**src/rtl/key_pkg.sv**
```systemverilog
// Shared definitions for the key emulator and the board key debouncer.
//   key_state_t    : phase of the emulated key waveform
//   LFSR_TAPS      : Galois feedback mask for the 16-bit bounce-gap LFSR
//   LFSR_DEF_SEED  : fallback seed, used whenever a zero seed is supplied
//   KEY_IDLE       : released level of a key line (keys are active-low)
//   lfsr_next()    : one Galois step of the LFSR
package key_pkg;

   typedef enum logic [1:0] {
      IDLE    = 2'd0,
      BNC_IN  = 2'd1,
      HOLD    = 2'd2,
      BNC_OUT = 2'd3
   } key_state_t;

   localparam logic [15:0] LFSR_TAPS     = 16'hB400;
   localparam logic [15:0] LFSR_DEF_SEED = 16'hACE1;
   localparam logic        KEY_IDLE      = 1'b1;

   // Right-shifting Galois form: the bit shifted out decides whether the taps are applied.
   function automatic logic [15:0] lfsr_next(input logic [15:0] v);
      return v[0] ? ((v >> 1) ^ LFSR_TAPS) : (v >> 1);
   endfunction

endpackage

```
**src/rtl/key_bounce_gen_if.sv**
```systemverilog
// Request/status bundle of the key emulator.
//   press_i    : press request from the requester
//   ready_o    : emulator idle, a press is accepted in this cycle
//   busy_o     : press waveform in progress
//   done_o     : one-cycle pulse in the first idle cycle after a waveform
//   key_o      : emulated key line
//   dbg_state  : current FSM phase (observation only)
//   dbg_lfsr   : current LFSR value (observation only)
// Handshake: a press is taken at a rising clk edge exactly when press_i=1 and
// ready_o=1 in that cycle; press_i in any other cycle is dropped, never queued.
interface key_bounce_gen_if;
   logic                  press_i;
   logic                  ready_o;
   logic                  busy_o;
   logic                  done_o;
   logic                  key_o;
   key_pkg::key_state_t   dbg_state;
   logic [15:0]           dbg_lfsr;

   modport master (
      output press_i,
      input  ready_o, busy_o, done_o, key_o, dbg_state, dbg_lfsr
   );

   modport slave (
      input  press_i,
      output ready_o, busy_o, done_o, key_o, dbg_state, dbg_lfsr
   );
endinterface

```
**src/rtl/key_bounce_gen_lfsr16.sv**
```systemverilog
// 16-bit Galois LFSR, advancing every cycle.
//   clk  : clock
//   rst  : synchronous active-high reset, loads seed
//   seed : reset value; zero would lock the register, so it is replaced by LFSR_DEF_SEED
//   q    : current LFSR value
module lfsr16
   import key_pkg::*;
(
   input  logic        clk,
   input  logic        rst,
   input  logic [15:0] seed,
   output logic [15:0] q
);

   logic [15:0] seed_eff;

   assign seed_eff = (seed == 16'h0000) ? LFSR_DEF_SEED : seed;

   always_ff @(posedge clk) begin
      if (rst) q <= seed_eff;
      else     q <= lfsr_next(q);
   end

endmodule

```
**src/rtl/key_bounce_gen.sv**
```systemverilog
// Mechanical push-button emulator: an accepted press request becomes a key
// waveform with a bouncing press edge, a stable hold and a bouncing release.
//   clk : clock
//   rst : synchronous active-high reset
//   bus : key_bounce_gen_if.slave (press_i, ready_o, busy_o, done_o, key_o, debug)
// Parameters: BOUNCE_CYC (bounce phase length), HOLD_CYC (stable pressed length),
// MAX_GAP_W (gap between bounce toggles = lfsr low bits + 1), IDLE_LEVEL, LFSR_SEED.
module key_bounce_gen
   import key_pkg::*;
#(
   parameter int          BOUNCE_CYC = 20,
   parameter int          HOLD_CYC   = 50,
   parameter int          MAX_GAP_W  = 3,
   parameter logic        IDLE_LEVEL = KEY_IDLE,
   parameter logic [15:0] LFSR_SEED  = LFSR_DEF_SEED
) (
   input  logic             clk,
   input  logic             rst,
   key_bounce_gen_if.slave  bus
);

   localparam int CNT_MAX = (BOUNCE_CYC > HOLD_CYC) ? BOUNCE_CYC : HOLD_CYC;
   localparam int CNT_W   = $clog2(CNT_MAX + 1);
   localparam int GAP_W   = MAX_GAP_W + 1;

   key_state_t         state, state_n;
   logic [CNT_W-1:0]   cnt, cnt_n;
   logic [GAP_W-1:0]   gap, gap_n;
   logic               key, key_n;
   logic               done, done_n;
   logic [15:0]        lfsr;
   logic [GAP_W-1:0]   gap_load;

   lfsr16 u_lfsr (
      .clk  (clk),
      .rst  (rst),
      .seed (LFSR_SEED),
      .q    (lfsr)
   );

   // Gap of 1..2^MAX_GAP_W cycles; one extra bit so the +1 never wraps.
   assign gap_load = GAP_W'(lfsr[MAX_GAP_W-1:0]) + GAP_W'(1);

   always_ff @(posedge clk) begin
      if (rst) begin
         state <= IDLE;
         cnt   <= '0;
         gap   <= '0;
         key   <= IDLE_LEVEL;
         done  <= 1'b0;
      end else begin
         state <= state_n;
         cnt   <= cnt_n;
         gap   <= gap_n;
         key   <= key_n;
         done  <= done_n;
      end
   end

   always_comb begin
      state_n = state;
      cnt_n   = cnt;
      gap_n   = gap;
      key_n   = key;
      done_n  = 1'b0;
      case (state)
         IDLE: begin
            key_n = IDLE_LEVEL;
            if (bus.press_i) begin
               // First press edge is immediate; bouncing follows from the gap timer.
               state_n = BNC_IN;
               key_n   = ~IDLE_LEVEL;
               gap_n   = gap_load;
               cnt_n   = CNT_W'(BOUNCE_CYC - 1);
            end
         end
         BNC_IN, BNC_OUT: begin
            if (cnt == '0) begin
               // Phase end forces the settled level, truncating any pending gap.
               if (state == BNC_IN) begin
                  state_n = HOLD;
                  key_n   = ~IDLE_LEVEL;
                  cnt_n   = CNT_W'(HOLD_CYC - 1);
               end else begin
                  state_n = IDLE;
                  key_n   = IDLE_LEVEL;
                  done_n  = 1'b1;
               end
            end else begin
               cnt_n = cnt - CNT_W'(1);
               // Gap expires this cycle: toggle on the next edge and draw a new gap.
               if (gap == GAP_W'(1)) begin
                  key_n = ~key;
                  gap_n = gap_load;
               end else begin
                  gap_n = gap - GAP_W'(1);
               end
            end
         end
         HOLD: begin
            key_n = ~IDLE_LEVEL;
            if (cnt == '0) begin
               // Release edge lands on the first BNC_OUT cycle.
               state_n = BNC_OUT;
               key_n   = IDLE_LEVEL;
               gap_n   = gap_load;
               cnt_n   = CNT_W'(BOUNCE_CYC - 1);
            end else begin
               cnt_n = cnt - CNT_W'(1);
            end
         end
         default: state_n = IDLE;
      endcase
   end

   assign bus.ready_o   = (state == IDLE);
   assign bus.busy_o    = (state != IDLE);
   assign bus.done_o    = done;
   assign bus.key_o     = key;
   assign bus.dbg_state = state;
   assign bus.dbg_lfsr  = lfsr;

endmodule

```
**src/flat_wrapper.sv**
```systemverilog
// flat-port wrapper written by rule: the top's interface ports become plain ports
module key_bounce_gen_flat import key_pkg::*;
#(
   parameter int          BOUNCE_CYC = 20,
   parameter int          HOLD_CYC   = 50,
   parameter int          MAX_GAP_W  = 3,
   parameter logic        IDLE_LEVEL = KEY_IDLE,
   parameter logic [15:0] LFSR_SEED  = LFSR_DEF_SEED
)
  (clk, rst, bus_press_i, bus_ready_o, bus_busy_o, bus_done_o, bus_key_o, bus_dbg_state, bus_dbg_lfsr);
  key_bounce_gen_if bus_i ();
  input  logic clk;
  input  logic rst;
  input wire logic [$bits(bus_i.press_i)-1:0] bus_press_i;
  output wire logic [$bits(bus_i.ready_o)-1:0] bus_ready_o;
  output wire logic [$bits(bus_i.busy_o)-1:0] bus_busy_o;
  output wire logic [$bits(bus_i.done_o)-1:0] bus_done_o;
  output wire logic [$bits(bus_i.key_o)-1:0] bus_key_o;
  output wire logic [$bits(bus_i.dbg_state)-1:0] bus_dbg_state;
  output wire logic [$bits(bus_i.dbg_lfsr)-1:0] bus_dbg_lfsr;
  assign bus_i.press_i = bus_press_i;
  assign bus_ready_o = bus_i.ready_o;
  assign bus_busy_o = bus_i.busy_o;
  assign bus_done_o = bus_i.done_o;
  assign bus_key_o = bus_i.key_o;
  assign bus_dbg_state = bus_i.dbg_state;
  assign bus_dbg_lfsr = bus_i.dbg_lfsr;
  key_bounce_gen #(.BOUNCE_CYC(BOUNCE_CYC), .HOLD_CYC(HOLD_CYC), .MAX_GAP_W(MAX_GAP_W), .IDLE_LEVEL(IDLE_LEVEL), .LFSR_SEED(LFSR_SEED)) u_core (.clk(clk), .rst(rst), .bus(bus_i));
endmodule
```
**config.mk**
```make
export PLATFORM = sky130hd
export DESIGN_NAME = key_bounce_gen_flat
export DESIGN_NICKNAME = d
export VERILOG_FILES = /design/src/rtl/key_pkg.sv /design/src/rtl/key_bounce_gen_if.sv /design/src/rtl/key_bounce_gen_lfsr16.sv /design/src/rtl/key_bounce_gen.sv /design/src/flat_wrapper.sv
export SDC_FILE = /design/constraint.sdc
export NUM_CORES = 1
export LEC_CHECK = 0
export ABC_AREA = 1
export CAP_MARGIN = 25
export CORE_UTILIZATION = 55
export DETAILED_ROUTE_END_ITERATION = 8
export PLACE_DENSITY = 0.83
export SETUP_SLACK_MARGIN = 0.05
export SYNTH_ARGS = -nofsm -noshare
export SYNTH_HDL_FRONTEND = slang
export SYNTH_SLANG_ARGS = --single-unit
```
**constraint.sdc**
```tcl
create_clock -name clk -period 4.47 [get_ports clk]
set_clock_uncertainty 0.05 [all_clocks]
set_input_delay 0.447 -clock clk [delete_from_list [all_inputs] [get_ports clk]]
set_output_delay 0.447 -clock clk [all_outputs]
set_load 0.02 [all_outputs]
```
==> results of run 1 <==
-- path summary, 6_finish.rpt --
check	start	end	depth (start not counted)
max	u_core.bus.dbg_state[0]	bus_busy_o	4
min	u_core.u_lfsr.q[4]	u_core.u_lfsr.q[3]	2
max reg2reg	u_core.bus.dbg_state[1]	u_core.bus.dbg_state[1]	8
min reg2reg	u_core.u_lfsr.q[4]	u_core.u_lfsr.q[3]	2
-- cell type report --
type                            instances  area, um2
Timing Repair Buffer                   24        240
Sequential cell                        30        601
Tap cell                               30       37.5
Clock buffer                            6       51.3
Inverter                               31        116
Clock inverter                          1       30.0
Fill cell                             191        684
Multi-Input combinational cell        125        717
-- state kept, by name, summed over array words and instances, names as in the netlist --
name	cells
u_core.u_lfsr.q	16
u_core.cnt	6
u_core.gap	4
u_core.bus.dbg_state	2
u_core.bus.done_o	1
u_core.bus.key_o	1
-- logic make-up after synthesis --
logic type,count (synthesis)
flip-flops,30
AND/OR/NAND/NOR,81
AO/OA/AOI/OAI,30
XOR/XNOR,4
buffers and inverters,34
adder cells (fa/ha/maj),10
-- synthesized netlist by cell type --
cell	count	area (um2)
or2_2	6	37.5
inv_1	31	116
nor2_4	2	22.5
o21ai_4	1	16.3
a31oi_1	2	12.5
xor2_1	2	17.5
nand2_2	2	12.5
nor3_1	1	5.00
nand3_1	10	50.1
ha_1	10	125
nand3_4	2	35.0
nand4_1	1	6.26
clkbuf_1	3	11.3
nand2_4	1	11.3
o21a_1	1	7.51
o21ai_0	17	85.1
nand2_1	28	105
nor2_1	28	105
a21oi_1	9	45.0
xnor2_1	2	17.5
dfxtp_1	30	601
-- layout by cell type (no fill, tap or decap), drive strengths merged, types with 6 or more instances in the layout --
cell type      count
inv               31
or2                6
clkdlybuf4s50     24
clkbuf             6
dfxtp             30
o21ai             18
nand2             31
ha                10
nand3             12
nor2              30
a21oi              9
-- worst max-delay path: cells and delay by family (launching register included) --
family | cells | cell delay, ns
adder cells (fa/ha/maj) | 1 | 0.27
buffers and inverters | 3 | 0.95
flip-flops | 1 | 0.44
-- per-layer routing --
layer | vias to the layer above | global-route usage | wire length [um]
met5 | - | 0 | 0
met4 | 0 | 0.110 | 65
met3 | 9 | 0.0862 | 138
met2 | 33 | 0.435 | 1510
met1 | 564 | 0.274 | 1320
li1 | 643 | - | -
-- power by group through the flow --
stage	Clock (mW)	Combinational, mW	Sequential, mW
after floorplan	0	0.470	0.404
after global placement	0	0.633	0.383
after detailed placement	0	0.659	0.388
after CTS	0.225	0.668	0.382
after global routing	0.236	0.758	0.389
final	0.221	0.672	0.383
==> metrics.md, run 1 <==
| Metric | Value |
|---|---|
| Status | `complete, no violations` |
| Adder-cell share of the synthesized area | `0.0866` |
| Peak VDD IR | `0.692 mV` |
| DRT Pass-1 Iters | `4` |
| WP data required | `3.97 ns` |
| Core area | `2480 um2` |
| Post CTS Setup Buffer Count | `0` |
| YS warnings | `0` |
| Total track usage | `0.252` |
| Syn Area/Cell | `7.65 um2` |
| First-pass GRT wire length | `4930 um` |
| Hold Fails Final Rpt | `0` |
| Antenna Cells | `0` |
| P_sw | `0.562 mW` |
| Placement Rows | `18` |
| Share of post-route cells with drive strength above 1 | `0.0968` |
| Worst-path clk slew | `0.09 ns` |
| Initial DRC Count | `28` |
| HPWL after DPL | `2200 um` |
| Synth Area in Simple Gates | `0.270` |
| RSZ-0062 raised after global routing | `false` |
| Min Tclk post-route | `2.48 ns` |
| Hold Slack | `0.379 ns` |
| Seq cells post-synth | `30` |
| Worst slew pin tran | `0.543 ns` |
| Layout overhead on the synthesized area | `24.1%` |
| Post_cts resized | `0` |
| Synthesized netlist net count | `202` |
| Final Instance Area | `1790 um2` |
| Xor/xnor cell area share of the yosys netlist | `0.0242` |
| DRC | `0` |
| Total die area | `2840 um2` |
| Root buf cell | `clkbuf_4` |
| Vias in the first global route | `1,182` |
| Post-Route WL | `3030 um` |
| Critical Path AT | `1.99 ns` |
| Critical Path Sink Type | `output port` |
| Clock power frac | `0.173` |
| Register area share after synthesis | `0.416` |
| Flop-to-flop setup slack | `2.60 ns` |
| Count of final setup violators | `0` |
| Post-route ant nets | `0` |
| CTS tree | `yes` |
| PwrDens | `712 nW/um2` |
| Startpoint types | `flip-flop` |
| Final Core Density | `0.724` |
| Non-Filler Instances | `247` |
| Area post-placement | `1710 um2` |
| Max-cap violations | `0` |
| Placed Cells incl. Taps | `240` |
| DP Worst Slack | `2.39 ns` |
| Max_slew headroom | `0.637` |
| Setup slack after layout | `1.99 ns` |
| Tcrit/Tclk final | `0.556` |
| Skew-Pair Late Insertion Delay | `0.33 ns` |
| Post-synthesis cell type count | `21` |
| Via-to-Cell Ratio | `5.06` |
| Int Pwr | `0.714 mW` |
| CTS sink cnt | `30` |
| Leak Pwr | `0.850 nW` |
| I/O Buffers | `24` |
| Fin. max-slew vios | `0` |
| Initial antenna violation count | `0` |
| H-tree depth | `2` |
| Gr ovfl total | `0` |
| Io pins | `25` |
| Mapped Area | `1450 um2` |
| Starting density of the core | `0.583` |
| Die H | `53.3 um` |
| Post-Synthesis Cells | `189` |
| Worst path max stage delay | `0.65 ns` |
| Clock Path Buffers | `2` |
| Setup TNS Final | `0 ns` |
| Largest family of logic cells by synthesized area | `simple AND/OR/NAND/NOR gates` |
| Die W | `53.3 um` |
| Slowest-stage cell, CP | `clkdlybuf4s50_1` |
| Min-Delay Path Class | `flip-flop to flip-flop` |
| Vias | `1,249` |
| Critical path's most frequent cell | `inv_1` |
| FMAX | `403 MHz` |
| Largest fanout on the critical path | `6` |
| Final net count | `230` |
| WL/cell | `12.3 um` |
| Compound-Gate Fraction of Synth Area | `0.115` |
| Num CTS Buffers | `5` |
| Mux cell area share after synthesis | `0` |
| Reg power frac | `0.300` |
| Post-CTS Hold Fix Bufs | `0` |
| Largest net degree at the start of global routing | `20` |
| Pwr Total | `1.28 mW` |
| Combinational Power Share | `0.526` |
| Placer congestion estimate | `0.764` |
| CP Cell Sequence | `inv_1, ha_1, inv_1, clkdlybuf4s50_1` |
| Crit Path Category | `flip-flop to output port` |
| Switching part of the total | `0.441` |
(Power assumes the default switching activity.)
==> inputs of run 2 (changes only) <==
--- a/config.mk
+++ b/config.mk
@@ -7,9 +7,9 @@
 export LEC_CHECK = 0
 export ABC_AREA = 1
 export CAP_MARGIN = 25
-export CORE_UTILIZATION = 55
+export CORE_UTILIZATION = 51
 export DETAILED_ROUTE_END_ITERATION = 8
-export PLACE_DENSITY = 0.83
+export PLACE_DENSITY = 0.77
 export SETUP_SLACK_MARGIN = 0.05
 export SYNTH_ARGS = -nofsm -noshare
 export SYNTH_HDL_FRONTEND = slang
==> constraint.sdc (replaced) <==
create_clock -name clk -period 2.3 [get_ports clk]
set_clock_uncertainty 0.05 [all_clocks]
set_input_delay 0.23 -clock clk [delete_from_list [all_inputs] [get_ports clk]]
set_output_delay 0.23 -clock clk [all_outputs]
set_load 0.02 [all_outputs]
==> metrics.md, run 2 (same netlist as run 1, synthesis figures left out) <==
| Metric | Value |
|---|---|
| Pwr Total | `2.33 mW` |
| Peak VDD IR | `1.09 mV` |
| FMAX | `512 MHz` |
| Count of final setup violators | `0` |
| Crit Path Category | `flip-flop to output port` |
| WP data required | `2.02 ns` |
| Total die area | `3050 um2` |
| DRT Pass-1 Iters | `4` |
| Startpoint types | `flip-flop` |
| First-pass GRT wire length | `5170 um` |
| Antenna Cells | `0` |
| Largest fanout on the critical path | `5` |
| Most common cell after layout, fill and taps aside | `inv_1` |
| Placer congestion estimate | `0.868` |
| CP Buf/Inv Count | `2` |
| Placement Rows | `18` |
| Post-route ant nets | `0` |
| Worst slew pin tran | `0.350 ns` |
| R2r endpoint | `u_core.bus.dbg_state[1]` |
| Min-Delay Path Class | `flip-flop to flip-flop` |
| Post CTS Setup Buffer Count | `0` |
| FF-to-FF path depth | `8` |
| Max_slew headroom | `0.767` |
| Area post-placement | `1720 um2` |
| Cell family with most CP delay | `buffers and inverters` |
| Slowest-stage cell, CP | `clkdlybuf4s50_1` |
| RSZ-0062 raised after global routing | `false` |
| Vias in the first global route | `1,154` |
| Layout overhead on the synthesized area | `22.4%` |
| Worst path max stage delay | `0.63 ns` |
| Clock power frac | `0.125` |
| Reg with most FFs | `u_core.u_lfsr.q` |
| Final net count | `231` |
| Fin. max-slew vios | `0` |
| Core area | `2570 um2` |
| PwrDens | `1320 nW/um2` |
| CP Cell Sequence | `inv_1, ha_1, clkdlybuf4s50_1` |
| Post_cts resized | `0` |
| Post-Route WL | `2990 um` |
| Switching part of the total | `0.467` |
| Critical Path AT | `1.67 ns` |
| Share of post-route cells with drive strength above 1 | `0.101` |
| Max reg flops | `16` |
| Initial antenna violation count | `0` |
| Hold_sp | `u_core.u_lfsr.q[3]` |
| Root buf cell | `clkbuf_4` |
| Gr ovfl total | `0` |
| Worst r2r src | `u_core.bus.dbg_state[1]` |
| CTS tree | `yes` |
| Starting density of the core | `0.563` |
| Hold path endpoint | `u_core.u_lfsr.q[2]` |
| HPWL after DPL | `2200 um` |
| WL/cell | `12.0 um` |
| Io pins | `25` |
| Regs by FF count | `u_core.u_lfsr.q: 16 flops, u_core.cnt: 6 flops, u_core.gap: 4 flops` |
| Vias | `1,241` |
| Flop-to-flop setup slack | `0.42 ns` |
| Int Pwr | `1.24 mW` |
| Tcrit/Tclk final | `0.849` |
| Max-cap violations | `0` |
| Setup TNS Final | `0 ns` |
| Min Tclk post-route | `1.95 ns` |
| Hold Fails Final Rpt | `0` |
| CTS sink cnt | `30` |
| Die W | `55.2 um` |
| Die H | `55.2 um` |
| Most frequent cells in the layout | `inv_1, dfxtp_1, nor2_1, nand2_1, clkdlybuf4s50_1` |
| Reg power frac | `0.318` |
| Leak Pwr | `0.853 nW` |
| Worst Hold Depth | `2` |
| Via-to-Cell Ratio | `5.00` |
| Final Instance Area | `1770 um2` |
| Status | `complete, no violations` |
| Initial DRC Count | `48` |
| Post-CTS Hold Fix Bufs | `0` |
| I/O Buffers | `24` |
| Critical Path Sink Type | `output port` |
| DRC | `0` |
| P_sw | `1.09 mW` |
| Hold Slack | `0.376 ns` |
| Num CTS Buffers | `5` |
| Skew-Pair Late Insertion Delay | `0.33 ns` |
| Clock Path Buffers | `2` |
| Largest net degree at the start of global routing | `19` |
| Total track usage | `0.219` |
| Worst-path clk slew | `0.10 ns` |
| Combinational Power Share | `0.557` |
| H-tree depth | `2` |
[run 2: power groups by stage]
stage / clock [mW] / sequential (mW) / combinational [mW]
after global routing: 0.321 / 0.759 / 1.46
after CTS: 0.302 / 0.740 / 1.30
after floorplan: 0 / 0.785 / 0.914
after detailed placement: 0 / 0.751 / 1.28
final: 0.291 / 0.741 / 1.30
after global placement: 0 / 0.741 / 1.24
[run 2: how the worst max path moves through the flow]
stage	from	to	slack (ns)	depth (start not counted)
finish	u_core.bus.dbg_state[1]	bus_ready_o	0.35	3
global route	u_core.bus.dbg_state[0]	bus_ready_o	0.26	3
CTS	u_core.bus.dbg_state[0]	bus_busy_o	0.11	4
detailed placement	u_core.bus.dbg_state[1]	u_core.bus.dbg_state[1]	0.46	8
global placement	u_core.bus.dbg_state[0]	bus_busy_o	0.56	4
floorplan	u_core.bus.dbg_state[0]	u_core.gap[0]	0.40	9
[run 2: layout make-up]
class                   instances  area, um2
fillers                       215        798
clock buffers                   5       37.5
multi-input cells             125        717
flip-flops and latches         30        601
inverters                      31        116
clock inverters                 2       10.0
well taps                      30       37.5
repair buffers                 25        250
[run 2: per-stage QoR]
step	setup WS (ns)	util	instances
3_3_place_gp	0.559	0.670	241
3_5_place_dp	0.456	0.670	241
4_1_cts	0.111	0.688	248
2_1_floorplan	0.400	-	189
5_1_grt	0.264	0.689	248
6_report	0.348	0.689	248
[run 2: routing by layer]
| layer | global-route usage | wire length [um] | vias up |
|---|---|---|---|
| li1 | - | - | 646 |
| met1 | 0.270 | 1380 | 566 |
| met2 | 0.353 | 1410 | 24 |
| met3 | 0.0679 | 140 | 5 |
| met4 | 0.0893 | 56 | 0 |
| met5 | 0 | 0 | - |
[run 2: worst register-to-register path: stages, from the launching register on]
cell	delay, ns
dfxtp_1	0.42
inv_1	0.11
ha_1	0.20
nor2_1	0.19
inv_1	0.14
o21ai_0	0.25
nand2_1	0.15
o21ai_0	0.21
a21oi_1	0.06
